File: config.mk
export PLATFORM = sky130hd
export DESIGN_NAME = mem_access
export DESIGN_NICKNAME = d
export VERILOG_FILES = /design/src/rtl/mem_access.sv
export SDC_FILE = /design/constraint.sdc
export NUM_CORES = 1
export LEC_CHECK = 0
export ABC_AREA = 1
export CORE_ASPECT_RATIO = 1.25
export CORE_MARGIN = 3
export CORE_UTILIZATION = 30
export DETAILED_ROUTE_END_ITERATION = 12
export PLACE_DENSITY = 0.67
export SLEW_MARGIN = 20
export SYNTH_ARGS = -nofsm -noshare
export SYNTH_HDL_FRONTEND = slang
export SYNTH_SLANG_ARGS = --single-unit
File: constraint.sdc
create_clock -name CLK -period 6.4 [get_ports CLK]
set_input_delay 1.28 -clock CLK [delete_from_list [all_inputs] [get_ports CLK]]
set_output_delay 1.28 -clock CLK [all_outputs]
set_load 0.005 [all_outputs]
File: src/rtl/mem_access.sv
// mem_access: memory-access stage of the main pipeline.
//   Takes the cushion stage outputs, performs loads/stores over a req/ack data
//   memory port, stalls upstream with MMU_WAIT while an access is pending,
//   formats load data and registers one writeback bundle per retired instruction.
// Ports:
//   CLK, RST (sync, active-high), FLUSH
//   CUSHION_*  : instruction from the cushion stage (valid/pc, ALU reg write,
//                CSR write, load, store, jump, exception)
//   MMU_WAIT   : combinational stall to upstream
//   DMEM_*     : registered req/we/addr/strb/wdata out, ack/err/rdata in
//   WB_*       : registered writeback bundle
module mem_access #(
   parameter logic [31:0] TIMEOUT_CYCLES = 32'd0
) (
   input  logic        CLK,
   input  logic        RST,
   input  logic        FLUSH,
   input  logic        CUSHION_VALID,
   input  logic [31:0] CUSHION_PC,
   input  logic        CUSHION_REG_W_EN,
   input  logic [4:0]  CUSHION_REG_W_RD,
   input  logic [31:0] CUSHION_REG_W_DATA,
   input  logic        CUSHION_CSR_W_EN,
   input  logic [11:0] CUSHION_CSR_W_ADDR,
   input  logic [31:0] CUSHION_CSR_W_DATA,
   input  logic        CUSHION_MEM_R_EN,
   input  logic [4:0]  CUSHION_MEM_R_RD,
   input  logic [31:0] CUSHION_MEM_R_ADDR,
   input  logic [3:0]  CUSHION_MEM_R_STRB,
   input  logic        CUSHION_MEM_R_SIGNED,
   input  logic        CUSHION_MEM_W_EN,
   input  logic [31:0] CUSHION_MEM_W_ADDR,
   input  logic [3:0]  CUSHION_MEM_W_STRB,
   input  logic [31:0] CUSHION_MEM_W_DATA,
   input  logic        CUSHION_JMP_DO,
   input  logic [31:0] CUSHION_JMP_PC,
   input  logic        CUSHION_EXC_EN,
   input  logic [3:0]  CUSHION_EXC_CODE,
   output logic        MMU_WAIT,
   output logic        DMEM_REQ,
   output logic        DMEM_WE,
   output logic [31:0] DMEM_ADDR,
   output logic [3:0]  DMEM_STRB,
   output logic [31:0] DMEM_WDATA,
   input  logic        DMEM_ACK,
   input  logic        DMEM_ERR,
   input  logic [31:0] DMEM_RDATA,
   output logic        WB_VALID,
   output logic [31:0] WB_PC,
   output logic        WB_REG_W_EN,
   output logic [4:0]  WB_REG_W_RD,
   output logic [31:0] WB_REG_W_DATA,
   output logic        WB_CSR_W_EN,
   output logic [11:0] WB_CSR_W_ADDR,
   output logic [31:0] WB_CSR_W_DATA,
   output logic        WB_JMP_DO,
   output logic [31:0] WB_JMP_PC,
   output logic        WB_EXC_EN,
   output logic [3:0]  WB_EXC_CODE
);

   localparam logic [31:0] WORD_MASK = 32'hFFFF_FFFC;

   typedef enum logic [1:0] {IDLE, WRITE, READ, DONE} state_t;

   typedef struct packed {
      logic        valid;
      logic [31:0] pc;
      logic        reg_w_en;
      logic [4:0]  rd;
      logic [31:0] data;
      logic        csr_w_en;
      logic [11:0] csr_addr;
      logic [31:0] csr_data;
      logic        jmp_do;
      logic [31:0] jmp_pc;
      logic        exc_en;
      logic [3:0]  exc_code;
   } wb_t;

   state_t      state;
   logic        kill;
   logic [31:0] tcnt;
   logic        fault;
   logic [3:0]  fault_code;
   logic        l_ld;
   wb_t         lat;
   logic [31:0] l_ld_addr;
   logic [3:0]  l_ld_strb;
   logic        l_ld_signed;
   logic [31:0] ld_data;
   wb_t         nx;
   wb_t         wb_q;

   logic mem_op, bad_strb, start, tmo_hit, bus_end, bus_fail;

   function automatic logic strb_ok(input logic [3:0] strb);
      case (strb)
         4'b0001, 4'b0010, 4'b0100, 4'b1000,
         4'b0011, 4'b1100, 4'b1111: strb_ok = 1'b1;
         default:                   strb_ok = 1'b0;
      endcase
   endfunction

   function automatic logic [31:0] fmt_load(input logic [3:0] strb,
                                            input logic [31:0] word,
                                            input logic sgn);
      case (strb)
         4'b0001: fmt_load = {{24{sgn & word[7]}},  word[7:0]};
         4'b0010: fmt_load = {{24{sgn & word[15]}}, word[15:8]};
         4'b0100: fmt_load = {{24{sgn & word[23]}}, word[23:16]};
         4'b1000: fmt_load = {{24{sgn & word[31]}}, word[31:24]};
         4'b0011: fmt_load = {{16{sgn & word[15]}}, word[15:0]};
         4'b1100: fmt_load = {{16{sgn & word[31]}}, word[31:16]};
         default: fmt_load = word;
      endcase
   endfunction

   assign mem_op   = CUSHION_VALID & ~CUSHION_EXC_EN & (CUSHION_MEM_R_EN | CUSHION_MEM_W_EN);
   // A load with an illegal strobe becomes a code-4 exception and never reaches the bus.
   assign bad_strb = CUSHION_VALID & ~CUSHION_EXC_EN & CUSHION_MEM_R_EN & ~strb_ok(CUSHION_MEM_R_STRB);
   assign start    = (state == IDLE) & ~FLUSH & mem_op & ~bad_strb;

   assign tmo_hit  = (TIMEOUT_CYCLES != 32'd0) & ~DMEM_ACK & (tcnt == TIMEOUT_CYCLES - 32'd1);
   assign bus_end  = DMEM_ACK | tmo_hit;
   assign bus_fail = (DMEM_ACK & DMEM_ERR) | tmo_hit;

   // Upstream must hold from the cycle the op is seen until the bus completes,
   // including a killed transaction that is still draining.
   assign MMU_WAIT = start | (state == WRITE) | (state == READ);

   // Control FSM and bus-side registers
   always_ff @(posedge CLK) begin
      if (RST) begin
         state      <= IDLE;
         kill       <= 1'b0;
         tcnt       <= 32'd0;
         fault      <= 1'b0;
         fault_code <= 4'd0;
         l_ld       <= 1'b0;
         DMEM_REQ   <= 1'b0;
         DMEM_WE    <= 1'b0;
         DMEM_ADDR  <= 32'd0;
         DMEM_STRB  <= 4'd0;
         DMEM_WDATA <= 32'd0;
      end else begin
         case (state)
            IDLE: begin
               tcnt  <= 32'd0;
               fault <= 1'b0;
               kill  <= 1'b0;
               if (start) begin
                  l_ld     <= CUSHION_MEM_R_EN;
                  DMEM_REQ <= 1'b1;
                  if (CUSHION_MEM_W_EN) begin
                     state      <= WRITE;
                     DMEM_WE    <= 1'b1;
                     DMEM_ADDR  <= CUSHION_MEM_W_ADDR & WORD_MASK;
                     DMEM_STRB  <= CUSHION_MEM_W_STRB;
                     DMEM_WDATA <= CUSHION_MEM_W_DATA;
                  end else begin
                     state      <= READ;
                     DMEM_WE    <= 1'b0;
                     DMEM_ADDR  <= CUSHION_MEM_R_ADDR & WORD_MASK;
                     DMEM_STRB  <= CUSHION_MEM_R_STRB;
                     DMEM_WDATA <= 32'd0;
                  end
               end
            end
            WRITE, READ: begin
               if (FLUSH) kill <= 1'b1;
               if (bus_end) begin
                  tcnt <= 32'd0;
                  if (kill | FLUSH) begin
                     // Killed instruction: the bus completed, drop the result silently.
                     state    <= IDLE;
                     kill     <= 1'b0;
                     DMEM_REQ <= 1'b0;
                  end else if (bus_fail) begin
                     fault      <= 1'b1;
                     fault_code <= (state == WRITE) ? 4'd7 : 4'd5;
                     state      <= DONE;
                     DMEM_REQ   <= 1'b0;
                  end else if ((state == WRITE) && l_ld) begin
                     state      <= READ;
                     DMEM_WE    <= 1'b0;
                     DMEM_ADDR  <= l_ld_addr & WORD_MASK;
                     DMEM_STRB  <= l_ld_strb;
                     DMEM_WDATA <= 32'd0;
                  end else begin
                     state    <= DONE;
                     DMEM_REQ <= 1'b0;
                  end
               end else begin
                  tcnt <= tcnt + 32'd1;
               end
            end
            default: state <= IDLE;
         endcase
      end
   end

   // Instruction fields captured when an access starts, plus the formatted load word
   always_ff @(posedge CLK) begin
      if (start) begin
         lat.valid    <= 1'b1;
         lat.pc       <= CUSHION_PC;
         lat.reg_w_en <= CUSHION_MEM_R_EN | CUSHION_REG_W_EN;
         lat.rd       <= CUSHION_MEM_R_EN ? CUSHION_MEM_R_RD : CUSHION_REG_W_RD;
         lat.data     <= CUSHION_REG_W_DATA;
         lat.csr_w_en <= CUSHION_CSR_W_EN;
         lat.csr_addr <= CUSHION_CSR_W_ADDR;
         lat.csr_data <= CUSHION_CSR_W_DATA;
         lat.jmp_do   <= CUSHION_JMP_DO;
         lat.jmp_pc   <= CUSHION_JMP_PC;
         lat.exc_en   <= 1'b0;
         lat.exc_code <= 4'd0;
         l_ld_addr    <= CUSHION_MEM_R_ADDR;
         l_ld_strb    <= CUSHION_MEM_R_STRB;
         l_ld_signed  <= CUSHION_MEM_R_SIGNED;
      end
      if ((state == READ) && DMEM_ACK)
         ld_data <= fmt_load(l_ld_strb, DMEM_RDATA, l_ld_signed);
   end

   // Next writeback bundle: pass-through in IDLE, latched result in DONE, zero otherwise
   always_comb begin
      nx = '0;
      case (state)
         IDLE: begin
            if (!FLUSH && CUSHION_VALID && !start) begin
               nx.valid    = 1'b1;
               nx.pc       = CUSHION_PC;
               nx.reg_w_en = CUSHION_REG_W_EN;
               nx.rd       = CUSHION_REG_W_RD;
               nx.data     = CUSHION_REG_W_DATA;
               nx.csr_w_en = CUSHION_CSR_W_EN;
               nx.csr_addr = CUSHION_CSR_W_ADDR;
               nx.csr_data = CUSHION_CSR_W_DATA;
               nx.jmp_do   = CUSHION_JMP_DO;
               nx.jmp_pc   = CUSHION_JMP_PC;
               nx.exc_en   = CUSHION_EXC_EN;
               nx.exc_code = CUSHION_EXC_CODE;
               if (bad_strb) begin
                  nx.exc_en   = 1'b1;
                  nx.exc_code = 4'd4;
                  nx.reg_w_en = 1'b0;
                  nx.csr_w_en = 1'b0;
                  nx.jmp_do   = 1'b0;
               end
            end
         end
         DONE: begin
            if (!FLUSH) begin
               nx = lat;
               if (l_ld) nx.data = ld_data;
               if (fault) begin
                  nx.exc_en   = 1'b1;
                  nx.exc_code = fault_code;
                  nx.reg_w_en = 1'b0;
                  nx.csr_w_en = 1'b0;
                  nx.jmp_do   = 1'b0;
               end
            end
         end
         default: nx = '0;
      endcase
   end

   // Writeback register stage
   always_ff @(posedge CLK) begin
      if (RST) wb_q <= '0;
      else     wb_q <= nx;
   end

   assign WB_VALID      = wb_q.valid;
   assign WB_PC         = wb_q.pc;
   assign WB_REG_W_EN   = wb_q.reg_w_en;
   assign WB_REG_W_RD   = wb_q.rd;
   assign WB_REG_W_DATA = wb_q.data;
   assign WB_CSR_W_EN   = wb_q.csr_w_en;
   assign WB_CSR_W_ADDR = wb_q.csr_addr;
   assign WB_CSR_W_DATA = wb_q.csr_data;
   assign WB_JMP_DO     = wb_q.jmp_do;
   assign WB_JMP_PC     = wb_q.jmp_pc;
   assign WB_EXC_EN     = wb_q.exc_en;
   assign WB_EXC_CODE   = wb_q.exc_code;

endmodule

Yosys cells after proc, flatten, opt, wreduce, memory -nomap -nowiden
Index checks and enable logic that the tools add are counted.
W data, S select, Z words.
Word-level totals
  bits in registers: 450
  word-level logic and storage cells: 161
Cells by class
  mux-type cells: 65
  bitwise operators: 22
  reduce and logical (&&, ||, !) cells: 16
  equality and inequality tests: 23
Operators by type and width (number)
  $mux W32: 13
  $mux W154: 2
  $pmux W154 S2: 1
  $pmux W32 S6: 1
  $pmux W32 S2: 2
  $mux W1: 26
  $mux W4: 6
  $eq A4 B4 Y1 const B: 5
  $eq A4 B2 Y1 const B: 4
  $mux W5: 3
  $and A1 B1 Y1: 12
  $ne A2 B2 Y1 const B: 6
  $reduce_and A4 Y1: 3
  $mux W2: 5
  $eq A4 B1 Y1 const B: 2
  $eq A4 B3 Y1 const B: 2
  $pmux W1 S2: 4
  $pmux W4 S2: 1
  $reduce_or A7 Y1: 1
  $reduce_and A6 Y1: 1
  $not A1 Y1: 5
  $or A1 B1 Y1: 5
  $eq A2 B2 Y1 const B: 2
  $logic_and A1 B1 Y1: 4
  8 further kinds: 10

Longest topological paths before layout
Gate-level depths: netlist of run 1.
  depth in word-level cells: 11
  gate-level depth with buffers: 13
  mapped depth without buffers: 11

Worst setup path before layout of run 1
OpenSTA, ideal clock, no wires.
  path kind: input to register
  from: in CUSHION_MEM_W_EN
  to: reg l_ld_addr[10], enable pin
  path buffers: 1
  setup slack: 518 ps
  data arrival time: 5347 ps
  setup time: 536 ps
  data required time: 5864 ps
  cell stages on the path: 5
  path through: buf_2 > nor2_1 > nor3_2 > nand2_2 > inv_1
Between the ends
  cells in the longest elaborated chain, start to end: 4
Ends and longest elaborated chain
  start: declaration: line 31  | input logic CUSHION_MEM_W_EN,
  $or A1 B1 Y1: line 119  | assign mem_op = CUSHION_VALID & ~CUSHION_EXC_EN & (CUSHION_MEM_R_EN | CUSHION_MEM_W_EN);
  $and A1 B1 Y1: line 119
  $and A1 B1 Y1 (2 in series): line 122  | assign start = (state == IDLE) & ~FLUSH & mem_op & ~bad_strb;
  net start: line 95  | logic mem_op, bad_strb, start, tmo_hit, bus_end, bus_fail;
  end signal: assignment: line 218  | l_ld_addr <= CUSHION_MEM_R_ADDR;
  end: declaration: line 88  | logic [31:0] l_ld_addr;
The timed path passes the listed nets, and every way through them passes these cells.
A chain may end at the register's enable or synchronous reset.

Worst setup path after layout of run 1
  from: in CUSHION_MEM_R_EN
  to: out MMU_WAIT
Between the ends
  cells in the longest elaborated chain, start to end: 6
  elaborated cells between the ends (all ways): 9
  those cells by class: bitwise (9)
Ends and longest elaborated chain
  start: declaration: line 26  | input logic CUSHION_MEM_R_EN,
  $or A1 B1 Y1 or $and A1 B1 Y1 (tied branches): line 119, 121
  $and A1 B1 Y1, on equally long branches: line 119, 121
  $and A1 B1 Y1 or $not A1 Y1 (tied branches): line 122
  $and A1 B1 Y1 *: line 122
  $or A1 B1 Y1 * (2 in series): line 130  | assign MMU_WAIT = start | (state == WRITE) | (state == READ);
  end: declaration: line 39  | output logic MMU_WAIT,
Mark *: on every way between the ends. The rest lies on a longest branch, timed or not.

==> results.yml, run 1 <==
timing:
  finalClockSkew_ns: 0.0134
  fmax_ghz: 0.205
  worstMarginPinSlew_ns: 1.11
  hold_viol_final: 0
  setup-violations-final: 0
  min_period_ns: 4.88
  final_max_slew_viol_count: 0
  worst_slack_ns: 1.52
  rsz0062_at_grt: "no"
  slew_headroom_pct: 25.7
  tns_ns: 0
  period_share_pct: 76.2
finish:
  area_growth_pct: 44.2
  multi_input_area_um2: 5080
  final-seq-area_um2: 11000
  drive_gt1_share_pct: 5.02
  fillers: 5229
  nNetsFinal: 2501
die:
  coreArea_um2: 55300
  fp.dieH_um: 271
  initial_core_util_pct: 30.6
  rows: 96
  ios: 528
  die_w_um: 218
  die_area_um2: 59200
power:
  irDropWorstVdd_mv: 0.228
  p_leak_nw: 8.64
  p_per_area_nw_per_um2: 333
global_routing:
  grt_first_pass_wirelength_um: 82000
  overflow: 0
  grtUsageTotal_pct: 17.7
  grt_max_degree: 108
  antenna_found_initial: 10
  first_global_vias: 13900
yosys:
  syn_inst: 1715
  ys_ff_latch: 444
  ys_types: 35
  avgSynthCellArea_um2: 9.84
  ys_seq_area_share_pct: 65.4
  yosysWarningCount: 0
  synth_top_area_share_pct: 38.2
  ys_top_cells_by_area: "edfxtp_1, dfxtp_1, nand2_1"
  synth.cell_area_um2: 16900
  yosysTopAreaCell: "edfxtp_1"
detailed_routing:
  antenna_left: 0
  drt-total-wl_um: 54500
  drt-vias-per-instance: 4.64
  route.detailed.drc: 0
  via_count: 13800
  wl_per_cell_um: 18.3
  drt_first_pass_iters: 5
  drt-initial-drc-count: 1104
hold_path:
  holdPathStages: 2
  hold_class: "reg2reg"
cts:
  clock_path_buffers: 3
  cts_hold_buf: 0
  cts_sinks: 444
  post_cts_resized: 0
  clkLatencyLatePin_ns: 0.57
  numCtsBuffers: 48
  clkSlewWorstSetupHoldPaths_ns: 0.05
  cts_tree: "yes"
  post_cts.repair.setup_buffers: 0
  clockRootBuffer: "clkbuf_16"
  cts_max_level: 2
critical_path:
  startpoint_type: "input port"
  crit_fanout: 14
  worstSetupEndpointType: "output port"
  worstSetupPathType: "in2out"
  critPathArrivalTime_ns: 3.60
  required_ns: 5.12
  reg2reg_depth: 12
placed_design:
  dp_worst_setup_slack_ns: 1.39
  portBuffers: 521
  hpwlAfterDp_um: 38200
  gp_congestion: 0.860
flow_run:
  drv_cap: 0
status:
  status: "complete, no violations"
## power breakdown
group          switching, mW  leakage, nW  internal (mW)
clock                   1.15        0.778           1.65
sequential             0.114         3.81           3.30
combinational           1.08         4.05          0.813
total                   2.35         8.64           5.76
## per-layer routing
layer,wire (um),global-route usage [%]
met5,0,0
met4,2040,7.69
met3,3700,4.37
met2,27100,30.5
met1,21600,20.9
## sequential cells by signal, indices dropped and copies added, names as in the netlist, 5 cells and up
| register | flops |
|---|---|
| ld_data | 32 |
| WB_REG_W_RD | 5 |
| WB_CSR_W_DATA | 32 |
| lat | 148 |
| DMEM_WDATA | 32 |
| WB_PC | 32 |
| l_ld_addr | 30 |
| WB_REG_W_DATA | 32 |
| DMEM_ADDR | 30 |
| WB_CSR_W_ADDR | 12 |
| WB_JMP_PC | 32 |
## final cells by class
cell class,instances,share of cell area [%]
Timing Repair Buffer,537,22.0
Clock inverter,23,1.01
Multi-Input combinational cell,1080,20.9
Tap cell,735,3.78
Inverter,83,1.34
Antenna cell,10,0.103
Sequential cell,444,45.3
Clock buffer,65,5.57
## cell usage after synthesis
| master | n |
|---|---|
| nand2_1 | 496 |
| dfxtp_1 | 229 |
| edfxtp_1 | 215 |
| a21oi_1 | 149 |
| nand3_1 | 103 |
| o21ai_0 | 100 |
| nor2_1 | 91 |
| inv_1 | 79 |
| clkbuf_1 | 69 |
| nand4_1 | 36 |
| nor2b_1 | 34 |
| mux2i_1 | 32 |
| buf_2 | 19 |
| buf_4 | 9 |
| buf_1 | 8 |
| o2111ai_1 | 7 |
| o211ai_1 | 7 |
| buf_6 | 4 |
| ha_1 | 4 |
| inv_2 | 3 |
| nor3_2 | 3 |
| a22oi_1 | 2 |
| nand2_2 | 2 |
| nand3_2 | 2 |
| o21ai_1 | 2 |
| clkinv_1 | 1 |
| conb_1 | 1 |
| nor2_2 | 1 |
| nor3_1 | 1 |
| o21a_1 | 1 |
| o22ai_1 | 1 |
| o31ai_1 | 1 |
| o32ai_1 | 1 |
| or2_2 | 1 |
| xnor2_1 | 1 |
## worst max-delay path, cell delays in order
cell and delay [ns]:
clkdlybuf4s50_1 0.95, nand2_1 0.10, nor2_1 0.22, nand3_2 0.23, nand2_2 0.24, nand2_1 0.09, clkdlybuf4s50_1 0.48
## worst paths after layout
kind	from	to	slack (ns)
min	fault_code[1]$_SDFFE_PP0P_	fault_code[1]$_SDFFE_PP0P_	0.44
max	CUSHION_MEM_R_EN	MMU_WAIT	1.52
min reg2reg	fault_code[1]$_SDFFE_PP0P_	fault_code[1]$_SDFFE_PP0P_	0.44
max reg2reg	state[1]$_SDFFE_PP0P_	DMEM_ADDR[7]$_SDFFE_PP0P_	2.43
## cell usage in the layout (no fill, tap or decap), types with 4 or more instances in the layout
cell / instances
nand2_1: 494
edfxtp_1: 215
clkdlybuf4s50_1: 520
nand4_1: 36
dfxtp_1: 228
nand3_1: 102
nor2_1: 91
buf_4: 14
clkbuf_1: 9
ha_1: 4
diode_2: 10
o2111ai_1: 7
nor2b_1: 34
mux2i_1: 32
clkinv_2: 8
o21ai_0: 100
o211ai_1: 7
a21oi_1: 149
nand2_2: 4
clkinv_1: 5
clkbuf_8: 7
bufinv_16: 4
inv_1: 77
clkbuf_16: 49
## cells by family (layout without fill, tap and decap cells)
kind of cell,Yosys count,after routing,share of synthesized area (%)
AND/OR/NAND/NOR,770,770,19.2
flip-flops,444,444,65.4
AO/OA/AOI/OAI,271,271,8.38
buffers and inverters,192,708,4.79
multiplexers,32,32,1.90
adder cells (fa/ha/maj),4,4,0.296
other,1,12,0.0222
XOR/XNOR,1,1,0.0519
## metrics by stage
stage	hold slack, ns	cells	total power, mW	utilization, %	area [um2]
3_5_place_dp	0.441	2879	5.37	41.1	22700
3_3_place_gp	0.440	2879	5.34	41.1	22700
4_1_cts	0.450	2967	8.21	44.0	24300
5_1_grt	0.475	2977	8.52	44.1	24400
2_1_floorplan	0.425	1716	4.47	-	16900
6_report	0.445	2977	8.12	44.1	24400
Note: power is estimated with default switching activity, not from simulation.
==> run 2: changes to the inputs <==
--- a/config.mk
+++ b/config.mk
@@ -10,7 +10,7 @@
 export CORE_MARGIN = 3
 export CORE_UTILIZATION = 30
 export DETAILED_ROUTE_END_ITERATION = 12
-export PLACE_DENSITY = 0.67
+export PLACE_DENSITY = 0.69
 export SLEW_MARGIN = 20
 export SYNTH_ARGS = -nofsm -noshare
 export SYNTH_HDL_FRONTEND = slang
==> constraint.sdc (replaced) <==
create_clock -name CLK -period 4 [get_ports CLK]
set_input_delay 0.8 -clock CLK [delete_from_list [all_inputs] [get_ports CLK]]
set_output_delay 0.8 -clock CLK [all_outputs]
set_load 0.005 [all_outputs]
==> results.yml, run 2 (synthesized netlist as in run 1, its figures left out) <==
power:
  pwr-share-clk_pct: 32.8
  p_sw_mw: 3.73
  irDropWorstVdd_mv: 0.368
  p_leak_nw: 8.67
  p_sw_share_pct: 29.2
  finalPower_mw: 12.8
  p_int_mw: 9.03
  seqPwrFrac_pct: 42.8
  combPwrFrac_pct: 24.3
  p_per_area_nw_per_um2: 523
die:
  fp.dieH_um: 271
  rows: 96
  die_w_um: 218
  initial_core_util_pct: 30.6
  coreArea_um2: 55300
  die_area_um2: 59200
  ios: 528
global_routing:
  grt_first_pass_wirelength_um: 81900
  overflow: 0
  first_global_vias: 13900
  antenna_found_initial: 4
  grtUsageMet1_pct: 21.2
  grtUsageTotal_pct: 17.6
  met2_usage_pct: 30.7
  met3_usage_pct: 3.33
  top_usage_layer: "met2"
  grt_max_degree: 112
critical_path:
  worstSetupEndpointType: "output port"
  path_cells: "clkdlybuf4s50_1 > inv_6 > nand2_2 > nand2_1 > nand2_1 > nand3_2 > nand2_4 > nand2_1 > clkdlybuf4s50_1"
  required_ns: 3.20
  worstSetupPathType: "in2out"
  critPathArrivalTime_ns: 2.74
  crit_fanout: 6
  cpPeakStageDelay_ns: 0.66
  crit_top_cell: "nand2_1"
  startpoint_type: "input port"
  cpMaxStageDelayCell: "clkdlybuf4s50_1"
finish:
  nNetsFinal: 2512
  final_common_cell: "clkdlybuf4s50_1"
  largest_reg_flops: 148
  largest_register: "lat"
  final_cell_mix: "clkdlybuf4s50_1, nand2_1, dfxtp_1"
  area_growth_pct: 44.5
  drive_gt1_share_pct: 5.49
timing:
  period_share_pct: 88.5
  worstMarginPinSlew_ns: 1.10
  rsz0062_at_grt: "no"
  tns_ns: 0
  finalClockSkew_ns: 0.0113
  final_max_slew_viol_count: 0
  slew_headroom_pct: 26.5
  min_period_ns: 3.54
  hold_viol_final: 0
  setup-violations-final: 0
  fmax_ghz: 0.283
cts:
  cts_sinks: 444
  cts_max_level: 2
  clockRootBuffer: "clkbuf_16"
  cts_hold_buf: 0
  clock_path_buffers: 3
  clkLatencyLatePin_ns: 0.57
  post_cts.repair.setup_buffers: 0
  post_cts_resized: 0
  numCtsBuffers: 46
  cts_tree: "yes"
  clkSlewWorstSetupHoldPaths_ns: 0.06
detailed_routing:
  drt-total-wl_um: 54200
  route.detailed.drc: 0
  wl_per_cell_um: 18.2
  via_count: 14000
  drt-vias-per-instance: 4.68
  drt_first_pass_iters: 5
  drt-initial-drc-count: 1017
  antenna_left: 0
flow_run:
  drv_cap: 0
placed_design:
  gp_congestion: 0.856
  hpwlAfterDp_um: 38700
  portBuffers: 521
hold_path:
  hold_class: "reg2reg"
status:
  status: "complete, no violations"
==> run 2: cell types whose count changed in the layout (fill, tap and decap cells not counted), moves of 4 or more <==
cell | previous run | this run
diode_2 | 10 | 5
clkinv_2 | 8 | 12
clkbuf_1 | 9 | 15
buf_12 | 2 | 9
buf_4 | 14 | 20
==> run 2: final timing paths <==
| check | depth (start not counted) | slack [ns] | from | to |
|---|---|---|---|---|
| setup / recovery | 9 | 0.46 | CUSHION_MEM_R_STRB[1] | MMU_WAIT |
| hold reg to reg | 2 | 0.45 | fault_code[1]$_SDFFE_PP0P_ | fault_code[1]$_SDFFE_PP0P_ |
| setup reg to reg | 8 | 1.17 | state[0]$_SDFFE_PP0P_ | DMEM_WDATA[26]$_SDFFE_PP0P_ |
| hold / removal | 2 | 0.45 | fault_code[1]$_SDFFE_PP0P_ | fault_code[1]$_SDFFE_PP0P_ |
==> run 2: through the flow <==
stage / cell area, um2 / worst slack, ns / hold WS, ns / cells / util [%]
5_1_grt: 24400 / 0.343 / 0.473 / 2981 / 44.2
4_1_cts: 24400 / 0.441 / 0.458 / 2977 / 44.1
2_1_floorplan: 16900 / -0.366 / 0.425 / 1716 / -
6_report: 24400 / 0.461 / 0.453 / 2982 / 44.2
3_3_place_gp: 22900 / 0.466 / 0.439 / 2892 / 41.5
3_5_place_dp: 22900 / 0.457 / 0.449 / 2892 / 41.5
==> run 2: cell type report <==
cell class | count | area [um2]
Clock buffer | 69 | 1340
Tap cell | 735 | 920
Fill cell | 5238 | 30900
Inverter | 83 | 325
Sequential cell | 444 | 11000
Multi-Input combinational cell | 1080 | 5090
Timing Repair Buffer | 550 | 5540
Clock inverter | 16 | 129
Antenna cell | 5 | 12.5
==> run 2: power groups by stage <==
stage,logic (mW),clock network (mW),registers [mW]
floorplan,1.58,0,5.56
global placement,3.06,0,5.54
detailed placement,3.11,0,5.56
CTS,3.12,4.30,5.47
global route,3.41,4.47,5.51
finish,3.11,4.19,5.46
==> run 2: routing by layer <==
metal	share of wire, %	wire length, um
met3	5.9	3220
met5	0	0
met1	40	21600
met2	50	27300
met4	3.9	2130
==> run 2: critical path: cells and delay by family <==
kind	cells	cell delay [ns]
buffers and inverters	3	1.17
and+or+nand+nor	6	0.76
==> patch 1 (flow settings as in run 2) <==
Re-encode `state_t` (4 states) as Gray code, 2 bits wide.
--- a/src/rtl/mem_access.sv
+++ b/src/rtl/mem_access.sv
@@ -62,5 +62,5 @@
    localparam logic [31:0] WORD_MASK = 32'hFFFF_FFFC;
 
-   typedef enum logic [1:0] {IDLE, WRITE, READ, DONE} state_t;
+   typedef enum logic [1:0] {IDLE = 2'b00, WRITE = 2'b01, READ = 2'b11, DONE = 2'b10} state_t;
 
    typedef struct packed {
Function: no difference found for any inputs over 4 cycles, from zero or initial values and one cycle with RST high; so few cycles prove little.
==> patch 1 against run 2 <==
Total power increased by 4.2%; sequential cell count unchanged; worst setup slack improved by 0.11 ns; cell count increased by 0.47%; final area increased by 0.86%; synthesized area increased by 2.0%; synthesized cell count increased by 2.0%; wire length increased by 2.4%; hold slack improved by 0.0066 ns; via count increased by 3.6%; critical path type unchanged; combinational power increased by 18%.
==> patch 1: results (changes against run 2) <==
timing:
  setup_viol: 0  # unchanged
  worst_pin_slew_ns: 1.258  # was 1.099 ns
  clock_skew_ns: 0.02044  # was 0.01134 ns
place:
  pre_cts_slack_ns: 0.5620  # was 0.4571 ns
  dpl_cell_area_sq_um: 23130  # was 22920 sq um
  gp_congestion: 0.8595  # was 0.8559
  dpl.hpwl_mm: 37.58  # was 38.72 mm
grt:
  grt_use_total: 0.1766  # was 0.1757
  grt_antenna_before_repair: 10  # was 4
  grt_pass1_wl_mm: 83.50  # was 81.92 mm
  grt_max_degree: 192  # was 112
  grt_pass1_vias: 14327  # was 13907
yosys:
  synth_edf_count: 215  # unchanged
  netlist-cell-type-count: 31  # was 35
  ys_top_cells_by_area: "edfxtp_1 37%, dfxtp_1 27%, nand2_1 7.9%"  # was edfxtp_1 38%, dfxtp_1 27%, nand2_1 11%
  yosysSeqAreaShare: 0.6412  # was 0.6539
  synthTopCellsByCount: "364 x nand2_1, 229 x dfxtp_1, 215 x edfxtp_1, 194 x a21oi_1, 179 x nand3_1"  # was 496 x nand2_1, 229 x dfxtp_1, 215 x edfxtp_1, 149 x a21oi_1, 103 x nand3_1
routing:
  drt_wl_total_mm: 55.52  # was 54.23 mm
  viasPerCell: 4.829  # was 4.682
  dr.pass1.iters: 8  # was 5
  drt_iter0_drc: 1057  # was 1017
worst_setup_path:
  cp_max_fo: 6  # unchanged
  slowest_stage: "clkdlybuf4s50_1"  # unchanged
  critPathMaxStageDelay_ns: 0.62  # was 0.66 ns
  cp_data_arrival_time_ns: 2.63  # was 2.74 ns
finish:
  finalNetCount: 2517  # was 2512
  largest_register: "lat"  # unchanged
  fillCellCount: 5335  # was 5238
  drive_gt1_frac: 0.05647  # was 0.05486
clock_network:
  cts-resized-gates: 0  # unchanged
  post_cts_buffers: 0  # unchanged
  path_clk_slew_ns: 0.06  # about the same
pwr:
  vdd_drop_max_mv: 0.5671  # was 0.3680 mV
  leakage_nw: 8.822  # was 8.668 nW
status:
  status: "finished clean"  # unchanged
[patch 1: cell count changes in the layout (fill, tap and decap cells not counted), moves of 4 or more]
cell      before  now
o21ai_0      100   55
ha_1           4    0
buf_4         20   15
nand3_1      102  179
clkbuf_1      15    8
nand4_1       36   70
o211ai_1       7   39
nand2_1      495  359
a21oi_1      149  194
nor2_1        89   50
nor2b_1       34    1
inv_1         74  162
[patch 1: power by group]
part           internal, W  switching, W  total [W]
registers          0.00528      0.000190    0.00547
logic              0.00155       0.00211    0.00366
clock network      0.00238       0.00179    0.00417
total              0.00921       0.00409     0.0133
[patch 1: worst paths after layout]
| check | depth (start not counted) | end | from | slack, ns |
|---|---|---|---|---|
| setup / recovery | 6 | MMU_WAIT | CUSHION_MEM_R_EN | 0.57 |
| hold / removal | 2 | DMEM_WDATA[15]$_SDFFE_PP0P_ | DMEM_WDATA[15]$_SDFFE_PP0P_ | 0.46 |
| setup reg to reg | 6 | DMEM_WDATA[5]$_SDFFE_PP0P_ | state[0]$_SDFFE_PP0P_ | 1.16 |
| hold reg to reg | 2 | DMEM_WDATA[15]$_SDFFE_PP0P_ | DMEM_WDATA[15]$_SDFFE_PP0P_ | 0.46 |
[patch 1: cell families (layout without fill, tap and decap cells)]
family                    after synthesis  after routing  synth area share
and+or+nand+nor                       677            677            0.1748
DFF                                   444            444            0.6412
muxes                                  30             30           0.01744
AOI/OAI and AO/OA                     297            297           0.09366
other                                   1              7         0.0002178
xor gates and xnor gates                1              1         0.0005087
buffers and inverters                 299            798           0.07223
[patch 1: metal layers]
metal,part of all wire,vias up,GRT usage
met5,0.0014,-,0
met1,0.37,6829,0.2086
met3,0.10,124,0.05675
li1,-,6888,-
met4,0.040,10,0.07035
met2,0.49,618,0.2968
[patch 1: through the flow]
step                      power (W)  cells    util
after floorplan            0.007593   1750       -
final                       0.01330   2996  0.4360
after detailed placement   0.009245   2908  0.4099
after global placement     0.009167   2908  0.4099
after CTS                   0.01347   2991  0.4358
after global routing        0.01403   2995  0.4360
[patch 1: tightest hold or removal path: cells and delay by family (launching register included)]
family	cells	cell delay, ns
AOI/OAI and AO/OA	1	0.05
DFF	1	0.31
and+or+nand+nor	1	0.06
[patch 1: area by class of cell]
type | instances | area (sq um) | share of cell area
sequential | 444 | 11040 | 0.4487
tap | 742 | 928.4 | 0.03773
clock buffer | 62 | 1314 | 0.05339
multi-input combinational | 1007 | 5002 | 0.2033
inverter | 170 | 654.4 | 0.02659
timing repair buffer | 545 | 5504 | 0.2237
clock inverter | 21 | 150.1 | 0.006101
antenna | 5 | 12.51 | 0.0005084
==> patch 2 (settings of run 2) <==
Made on the original files. Make the reset (`RST`) asynchronous in 2 clocked blocks.
--- a/src/rtl/mem_access.sv
+++ b/src/rtl/mem_access.sv
@@ -131,5 +131,5 @@
 
    // Control FSM and bus-side registers
-   always_ff @(posedge CLK) begin
+   always_ff @(posedge CLK or posedge RST) begin
       if (RST) begin
          state      <= IDLE;
@@ -269,5 +269,5 @@
 
    // Writeback register stage
-   always_ff @(posedge CLK) begin
+   always_ff @(posedge CLK or posedge RST) begin
       if (RST) wb_q <= '0;
       else     wb_q <= nx;
Behaviour: differs if RST is asserted again (counterexample within 4 cycles, from zero or initial values and one cycle with RST high); with RST held inactive, the same outputs for 4 cycles.
==> patch 2 against run 2 <==
First-iteration DRC count fell by 5.6%; highest routed layer is now met5; largest cell class unchanged; synthesized area rose by 8.7%; wire length rose by 16%; sequential cell count did not move; final area rose by 7.3%; sequential power rose by 6.2%; global-route usage rose by 1.1 points; critical endpoint unchanged; total power rose by 22%; worst setup slack improved by 0.13 ns.
==> patch 2: results (changes against run 2) <==
status:
  status: "finished clean"  # unchanged
grt:
  grt_use_total: 0.1869  # was 0.1757
  grt_antenna_before_repair: 16  # was 4
  grt_pass1_wl_mm: 93.32  # was 81.92 mm
pwr:
  vdd_drop_max_mv: 0.4847  # was 0.3680 mV
  p_int_w: 0.01018  # was 0.009027 W
worst_setup_path:
  setup.worst_path.start: "CUSHION_MEM_R_EN"  # was CUSHION_MEM_R_STRB[1]
  r2r-start: "state[0]$_DFFE_PP0P_"  # was state[0]$_SDFFE_PP0P_
  critPathMaxStageDelay_ns: 0.54  # was 0.66 ns
  cp_data_arrival_time_ns: 2.61  # was 2.74 ns
  reg2regPathDepth: 9  # was 8
finish:
  multi_input_cells: 1092  # was 1080
  fillCellCount: 5672  # was 5238
  multi_input_area_share: 0.2037  # was 0.2086
  buf_share: 0.2188  # was 0.2271
  seqCellArea_sq_um: 12190  # was 11040 sq um
  finalNetCount: 2527  # was 2512
  diodes: 11  # was 5
  clockNetworkAreaShare: 0.06297  # was 0.06021
  drive_gt1_frac: 0.06596  # was 0.05486
yosys:
  muxShareOfSynthArea: 0.0006134  # was 0.01897
  synthArstFlopShare: 0.5158  # was 0
  ys.flop_type: "dfrtp_1"  # was dfxtp_1
  synthAdderAreaFrac: 0.002726  # was 0.002964
  yosysSeqAreaShare: 0.6638  # was 0.6539
  syn_area_per_cell_sq_um: 10.46  # was 9.845 sq um
  synth_xor_area_frac: 0.0004771  # was 0.0005187
  netlist-cell-type-count: 33  # was 35
floorplan:
  taps: 765  # was 735
place:
  place_inst: 2936  # was 2892
  dpl.hpwl_mm: 42.48  # was 38.72 mm
  pre_cts_slack_ns: 0.5742  # was 0.4571 ns
routing:
  drt_wl_total_mm: 62.91  # was 54.23 mm
hold_path:
  min-delay-start: "DMEM_STRB[2]$_DFFE_PP0P_"  # was fault_code[1]$_SDFFE_PP0P_
timing:
  hold_slack_ns: 0.4675  # was 0.4534 ns
  clock_skew_ns: 0.01423  # was 0.01134 ns
  worst_pin_slew_ns: 1.041  # was 1.099 ns
## patch 2: cell count changes in the layout (fill, tap and decap cells not counted), moves of 32 or more
cell            run 2  this run
nand3_1           102        31
dfrtp_1             0       228
o21ai_0           100        29
nor2b_1            34         0
mux2i_1            32         0
dfxtp_1           228         0
nand4_1            36       222
## patch 2: metal layers
layer,track usage,vias to the layer above,part of all wire
met1,0.2340,7564,0.38
met4,0.08049,6,0.045
met3,0.05398,167,0.095
met5,0,-,0.00086
met2,0.3023,825,0.48
li1,-,7101,-
## patch 2: power groups by stage
| stage | sequential, W | clock [W] | combinational (W) |
|---|---|---|---|
| floorplan | 0.00590 | 0 | 0.00264 |
| global placement | 0.00587 | 0 | 0.00512 |
| detailed placement | 0.00588 | 0 | 0.00519 |
| CTS | 0.00581 | 0.00472 | 0.00523 |
| global route | 0.00587 | 0.00490 | 0.00564 |
| finish | 0.00580 | 0.00459 | 0.00518 |
